`config.mk`:
```
export PLATFORM = sky130hd
export DESIGN_NAME = monitor_sequencer
export DESIGN_NICKNAME = d
export VERILOG_FILES = /design/src/rtl/monitor_sequencer.sv
export SDC_FILE = /design/constraint.sdc
export NUM_CORES = 1
export LEC_CHECK = 0
export CELL_PAD_IN_SITES_DETAIL_PLACEMENT = 1
export CELL_PAD_IN_SITES_GLOBAL_PLACEMENT = 1
export CORE_MARGIN = 2
export CORE_UTILIZATION = 33
export CTS_CLUSTER_SIZE = 12
export DETAILED_ROUTE_END_ITERATION = 8
export PLACE_DENSITY = 0.83
export SYNTH_ARGS = -nofsm -noshare
export SYNTH_HDL_FRONTEND = slang
export SYNTH_SLANG_ARGS = --single-unit
```
`constraint.sdc`:
```
create_clock -name clk -period 2.37 [get_ports clk]
set_input_delay 0.711 -clock clk [delete_from_list [all_inputs] [get_ports clk]]
set_output_delay 0.711 -clock clk [all_outputs]
set_load 0.01 [all_outputs]
```
`src/rtl/monitor_sequencer.sv`:
```
// monitor_sequencer
//   Arbitrates symbol traces from NUM_REQ requesters into a single automaton.
//   Each trace is framed by INIT (automaton reset) and DRAIN (final report
//   sample). Nonzero automaton reports are flagged as violations tagged with
//   the owner and the index of the beat that produced them.
//
//   Build option: MONITOR_SEQ_EARLY_ABORT_EN. When defined, the first
//   violation of a trace stops feeding the automaton. The remaining beats of
//   that trace are then discarded until req_last.
//
//   Ports
//     clk, reset_n               clock, synchronous active-low reset
//     req_valid/symbol/last      per-requester beat stream (symbol packed 8b each)
//     req_ready                  per-requester accept
//     auto_reset/run/symbols     automaton drive
//     auto_report                automaton report-state inputs
//     viol_valid/src/report/index   violation pulse and its qualifiers
//     trace_done/src/viol        end-of-trace pulse and summary
//     busy                       high when not IDLE
//
//   state  | meaning
//   IDLE   | waiting for any req_valid, round-robin grant
//   INIT   | one-cycle automaton reset, beat index cleared
//   STREAM | owner beats forwarded to automaton
//   DRAIN  | one cycle to sample the report of the last beat
//   DONE   | trace_done pulse, advance round-robin pointer
//   ABORT  | (early-abort build) discard owner beats until req_last
module monitor_sequencer #(
   parameter int NUM_REQ    = 2,
   parameter int NUM_REPORT = 4,
   parameter int IDX_W      = 16,
   localparam int SRC_W     = (NUM_REQ > 1) ? $clog2(NUM_REQ) : 1
) (
   input  logic                    clk,
   input  logic                    reset_n,
   input  logic [NUM_REQ-1:0]      req_valid,
   input  logic [NUM_REQ*8-1:0]    req_symbol,
   input  logic [NUM_REQ-1:0]      req_last,
   output logic [NUM_REQ-1:0]      req_ready,
   output logic                    auto_reset,
   output logic                    auto_run,
   output logic [7:0]              auto_symbols,
   input  logic [NUM_REPORT-1:0]   auto_report,
   output logic                    viol_valid,
   output logic [SRC_W-1:0]        viol_src,
   output logic [NUM_REPORT-1:0]   viol_report,
   output logic [IDX_W-1:0]        viol_index,
   output logic                    trace_done,
   output logic [SRC_W-1:0]        trace_src,
   output logic                    trace_viol,
   output logic                    busy
);

   typedef enum logic [2:0] {
      IDLE   = 3'd0,
      INIT   = 3'd1,
      STREAM = 3'd2,
      DRAIN  = 3'd3,
      DONE   = 3'd4,
      ABORT  = 3'd5
   } state_t;

   state_t            state_q, state_d;
   logic [SRC_W-1:0]  owner_q, owner_d;
   logic [SRC_W-1:0]  rr_q, rr_d;
   logic [IDX_W-1:0]  idx_q, idx_d;
   logic              pend_q, pend_d;        // a beat was accepted last cycle
   logic [IDX_W-1:0]  pend_idx_q, pend_idx_d;
   logic              tviol_q, tviol_d;

   logic              own_valid, own_last, viol_now;
   logic [SRC_W-1:0]  grant;
   logic              grant_found;
   int                cand;

   assign own_valid = req_valid[owner_q];
   assign own_last  = req_last[owner_q];
   assign viol_now  = pend_q && (auto_report != '0);

   // State register
   always_ff @(posedge clk) begin
      if (!reset_n) begin
         state_q    <= IDLE;
         owner_q    <= '0;
         rr_q       <= '0;
         idx_q      <= '0;
         pend_q     <= 1'b0;
         pend_idx_q <= '0;
         tviol_q    <= 1'b0;
      end else begin
         state_q    <= state_d;
         owner_q    <= owner_d;
         rr_q       <= rr_d;
         idx_q      <= idx_d;
         pend_q     <= pend_d;
         pend_idx_q <= pend_idx_d;
         tviol_q    <= tviol_d;
      end
   end

   // Round-robin search starting at rr_q
   always_comb begin
      grant       = rr_q;
      grant_found = 1'b0;
      cand        = 0;
      for (int i = 0; i < NUM_REQ; i++) begin
         cand = int'(rr_q) + i;
         if (cand >= NUM_REQ) cand = cand - NUM_REQ;
         if (!grant_found && req_valid[cand]) begin
            grant_found = 1'b1;
            grant       = SRC_W'(cand);
         end
      end
   end

   // Next-state
   always_comb begin
      state_d    = state_q;
      owner_d    = owner_q;
      rr_d       = rr_q;
      idx_d      = idx_q;
      pend_d     = 1'b0;
      pend_idx_d = pend_idx_q;
      tviol_d    = tviol_q | viol_now;
      case (state_q)
         IDLE: begin
            if (grant_found) begin
               owner_d = grant;
               state_d = INIT;
            end
         end
         INIT: begin
            idx_d   = '0;
            tviol_d = 1'b0;
            state_d = STREAM;
         end
         STREAM: begin
`ifdef MONITOR_SEQ_EARLY_ABORT_EN
            // The beat presented alongside the first violation is discarded.
            if (viol_now) begin
               state_d = (own_valid && own_last) ? DONE : ABORT;
            end else
`endif
            if (own_valid) begin
               pend_d     = 1'b1;
               pend_idx_d = idx_q;
               idx_d      = (&idx_q) ? idx_q : idx_q + 1'b1;
               if (own_last) state_d = DRAIN;
            end
         end
`ifdef MONITOR_SEQ_EARLY_ABORT_EN
         ABORT: begin
            if (own_valid && own_last) state_d = DONE;
         end
`endif
         DRAIN: state_d = DONE;
         DONE: begin
            rr_d    = (int'(owner_q) == NUM_REQ - 1) ? '0 : owner_q + 1'b1;
            state_d = IDLE;
         end
         default: state_d = IDLE;
      endcase
   end

   // Outputs
   always_comb begin
      req_ready    = '0;
      auto_run     = 1'b0;
      auto_symbols = 8'h00;
      if (state_q == STREAM) begin
         req_ready[owner_q] = 1'b1;
         auto_symbols       = req_symbol[8*int'(owner_q) +: 8];
`ifdef MONITOR_SEQ_EARLY_ABORT_EN
         auto_run           = own_valid && !viol_now;
`else
         auto_run           = own_valid;
`endif
      end
`ifdef MONITOR_SEQ_EARLY_ABORT_EN
      if (state_q == ABORT) req_ready[owner_q] = 1'b1;
`endif
      auto_reset  = (state_q == INIT) || !reset_n;
      viol_valid  = viol_now;
      viol_src    = owner_q;
      viol_report = auto_report;
      viol_index  = pend_idx_q;
      trace_done  = (state_q == DONE);
      trace_src   = owner_q;
      trace_viol  = tviol_q;
      busy        = (state_q != IDLE);
   end

endmodule
```
# --- Word level (Yosys, flattened, before mapping) ---
# Cells that the tools add are included.
# W data, S select, Z words.
totals:
  word_cells: 76
  reg_bits: 39
  in_bits: 26
op_classes:
  reduce_logical: 17
  bitwise: 2
  n_eq_ne: 8
  mux: 30
  magnitude_cmp: 6
  add_sub_neg: 5
  n_shift: 1
op_table:
  columns: ["cell", "count"]
  rows:
  - ["$lt A32 B3 Y1 const B", 2]
  - ["$mux W32", 2]
  - ["$mux W16", 2]
  - ["$pmux W16 S2", 1]
  - ["$mux W1", 18]
  - ["$add A16 B1 Y16 const B", 1]
  - ["$reduce_and A16 Y1", 1]
  - ["$shiftx A16 B5 Y8", 1]
  - ["$pmux W3 S4", 1]
  - ["$mux W3", 3]
  - ["$mux W8", 1]
  - ["$ne A2 B2 Y1 const B", 4]
  - ["$eq A3 B2 Y1 const B", 2]
  - ["$reduce_and A2 Y1", 3]
  - ["$reduce_and A3 Y1", 2]
  - ["$reduce_bool A4 Y1", 1]
  - ["$eq A3 B1 Y1 const B", 1]
  - ["$eq A3 B3 Y1 const B", 1]
  - ["$logic_and A1 B1 Y1", 3]
  - ["$logic_not A3 Y1", 1]
  - ["$reduce_bool A3 Y1", 1]
  - ["$sub A1 B2 Y3 const B", 1]
  - ["$sub A2 B2 Y3 const B", 1]
  - ["$add A1 B1 Y2 const B", 1]
  - ["other kinds (13)", 14]

# --- Longest topological paths before layout ---
logic_depth:
  ltp_word: 11
  ltp_mapped: 8
  ltp_nobuf: 6

# --- Worst setup path after synthesis ---
# Ideal clock, no wire load.
synth_path:
  path_type: "reg-to-output"
  start: "register state_q[0]"
  end: "output auto_symbols[0]"
  path_stages_with_launch: 6
  slack_ns: 0.224
  arrival_time_ns: 1.435
  required_time_ns: 1.659
  cell_sequence: "dfxtp_1 -> buf_4 -> or3b_2 -> clkbuf_1 -> clkbuf_1 -> nor2_1"
synth_between:
  elab_chain_cells: 2
synth_lines:
  columns: ["item", "line_no", "rtl"]
  rows:
  - ["from (decl)", "63", "state_t state_q, state_d;"]
  - ["from (signal assigned)", "91", "state_q <= state_d;"]
  - ["$eq A3 B2 Y1", "170", "if (state_q == STREAM) begin"]
  - ["$mux W8", "170", null]
  - ["to (decl)", "42", "output logic [7:0] auto_symbols,"]
# No other way between the ends.

# --- Worst setup path after layout ---
layout_path:
  start: "register state_q[1]"
  end: "output auto_symbols[0]"
# The elaborated chain is that of the path after synthesis.

==> out/summary.txt <==
status -> finished, final reports clean
Clk Latency, worst-skew pair -> 0.30 ns
vias in the first global route -> 1918
critical path required time -> 1.66 ns
RSZ-0062 raised after global routing -> no
Num CTS Buffers -> 5
Leak -> 0.00109 uW
Max IR drop VDD -> 0.000267 V
EDFF count, synth -> 0
post-route DRC violation count -> 0
mux contribution to synthesized area -> 0.0465
design area -> 2840 sq um
DR iter-0 viols -> 130
register-to-register setup slack -> 0.34 ns
Compound-Gate Fraction of Synth Area -> 0.182
Die Y -> 81.2 microns
Setup CP Type -> reg2out
CP endpoint kind -> output port
CTS tree -> yes
Die Wd -> 81.2 microns
routed wire length -> 5220 microns
vias per cell -> 5.08
worst min-delay path category -> reg2reg
Seq/Total Area, Yosys -> 0.397
CP Max Fanout -> 6
Final Hold Viols -> 0
most frequent cells in the layout -> nand2_1 (43), clkdlybuf4s50_1 (41), dfxtp_1 (39)
actual slew at the worst max-slew pin -> 0.290 ns
Nets -> 337
hold bufs inserted after CTS -> 0
ANT cells -> 0
Post-Synth Adder-Cell Area -> 0.00637
DR vias -> 1960
Distinct cells, synth -> 47
WP data arrival -> 1.60 ns
Final min period -> 2.32 ns
Final WS setup -> 0.0547 ns
GPL Wtd Cong -> 0.760
Slew Limit Fails -> 0
DR pass1 iterations -> 4
final setup skew -> 0.0103 ns
Post-Synth XOR/XNOR Area -> 0.00892
Avg Cell Area, Syn -> 8.25 sq um
Yosys reg bits -> 39
Max H-tree Level -> 2
GR Overflow Total -> 0
multi-input logic area -> 1080 sq um
Overall Global Routing Usage -> 0.174
main combinational cell family by area after synthesis -> simple AND/OR/NAND/NOR gates
first-pass GRT wire length -> 9000 microns
Total Die Area -> 6590 sq um
layout cells sized above 1 -> 0.154
clock root buffer -> clkbuf_8
storage element area -> 781 sq um
simple-gate portion of the synthesized area -> 0.290
final setup fails -> 0
final worst path period share -> 0.977
Yosys warnings -> 0
fillers -> 698
pre-CTS setup slack -> -0.427 ns
synthesized cell area -> 1960 sq um
Setup crit start kind -> flop
PwrDens -> 584 nW/um^2
CTS sink cnt -> 39
Initial Util -> 0.336
total power -> 1660 uW
f_max -> 432 MHz
max_cap viols -> 0
PortBufs -> 63
Syn Nets -> 265
relative slew slack -> 0.805
Syn Inst Count -> 238
area grow syn2layout -> 44.6%
DP Area -> 2720 sq um
most frequently used flop master after synthesis -> dfxtp_1
row count -> 28
ys async rst share -> 0
DP Wirelength -> 3870 microns
wire per inst -> 13.5 microns
most common cell after layout, fill and taps aside -> nand2_1
largest net degree at the start of global routing -> 34
initial antenna violation count -> 0
Routed Antenna Nets -> 0
clock-pin slew on the worst setup and hold paths -> 0.08 ns
CTS Buffer Depth -> 2
Top Ports -> 64
Core ar. -> 5850 sq um
timing repair:
action | 4_1_cts | 5_1_grt
buffers inserted | 2 | 0
resized for setup | 35 | 10
endpoints found under the setup margin | 25 | 7
pin swaps | 2 | 1
power breakdown:
group	internal (uW)	switching, uW	total, uW
clock network	341	238	578
registers	670	13.9	684
logic	201	195	397
total	1210	447	1660
final timing paths:
kind	start	cells after the start	endpoint
worst min register to register	viol_index[9]	2	viol_index[9]
worst min-delay path	viol_index[9]	2	viol_index[9]
worst max-delay path	state_q[1]	4	auto_symbols[0]
worst max register to register	state_q[1]	7	idx_q[15]
sequential cells by signal, indices dropped and copies added, names as in the netlist:
name and cells:
viol_index 16, trace_src 1, pend_q 1, state_q 3
idx_q 16, rr_q 1, trace_viol 1
logic make-up (layout without fill, tap and decap cells):
group,Yosys count,after routing
AO/OA/AOI/OAI,50,50
AND/OR/NAND/NOR,113,113
multiplexers,9,9
buffers and inverters,24,97
XOR/XNOR,2,2
adder cells (fa/ha/maj),1,1
flip-flops,39,39
metal layers:
metal  share of wire  up-vias  global-route usage
met3           0.063        7              0.0478
met2            0.48       59               0.298
li1                -      975                   -
met4           0.012        0              0.0542
met1            0.44      919               0.213
met5               0        -                   0
layout make-up:
cell class,count,share of cell area
Multi-Input combinational cell,175,0.379
Clock inverter,2,0.0123
Clock buffer,6,0.0291
Sequential cell,39,0.275
Inverter,4,0.00529
Timing Repair Buffer,85,0.266
Tap cell,75,0.0330
critical path, stage by stage (launching register included):
cell and delay (ns):
dfxtp_1 0.36, or3b_4 0.41, buf_4 0.17, nor2_1 0.09, dlygate4sd2_1 0.27
cells in the mapped netlist (2+ instances only):
cell type  number  share of area
a21boi_0       17          0.065
a21oi_1         8          0.020
a32oi_1         2         0.0089
and2_1          4          0.013
and3_1          5          0.016
and4_1          2         0.0089
buf_1           2         0.0038
buf_2           3         0.0076
buf_4           7          0.027
buf_6           2          0.011
clkbuf_1        6          0.011
dfxtp_1        39           0.40
inv_1           4         0.0076
mux2i_1         8          0.041
nand2_1        44          0.084
nand2b_1        3         0.0096
nand3_1         6          0.015
nand4_1         6          0.019
nor2_1         23          0.044
nor2b_1         2         0.0064
nor3_1          4          0.010
nor3b_1         3          0.011
o211ai_1        2         0.0076
o21a_1          2         0.0076
o21ai_0         7          0.018
o221a_2         3          0.017
or4_1           4          0.015
through the flow:
stage,utilization,setup TNS (ns),std cells,hold slack (ns)
after floorplan,-,0,238,0.458
after global placement,0.465,-7.03,376,0.450
after detailed placement,0.465,-7.40,376,0.457
after CTS,0.485,0,386,0.467
after global routing,0.485,0,386,0.482
final,0.485,0,386,0.462
No activity file was read; power rests on OpenSTA's default activity.
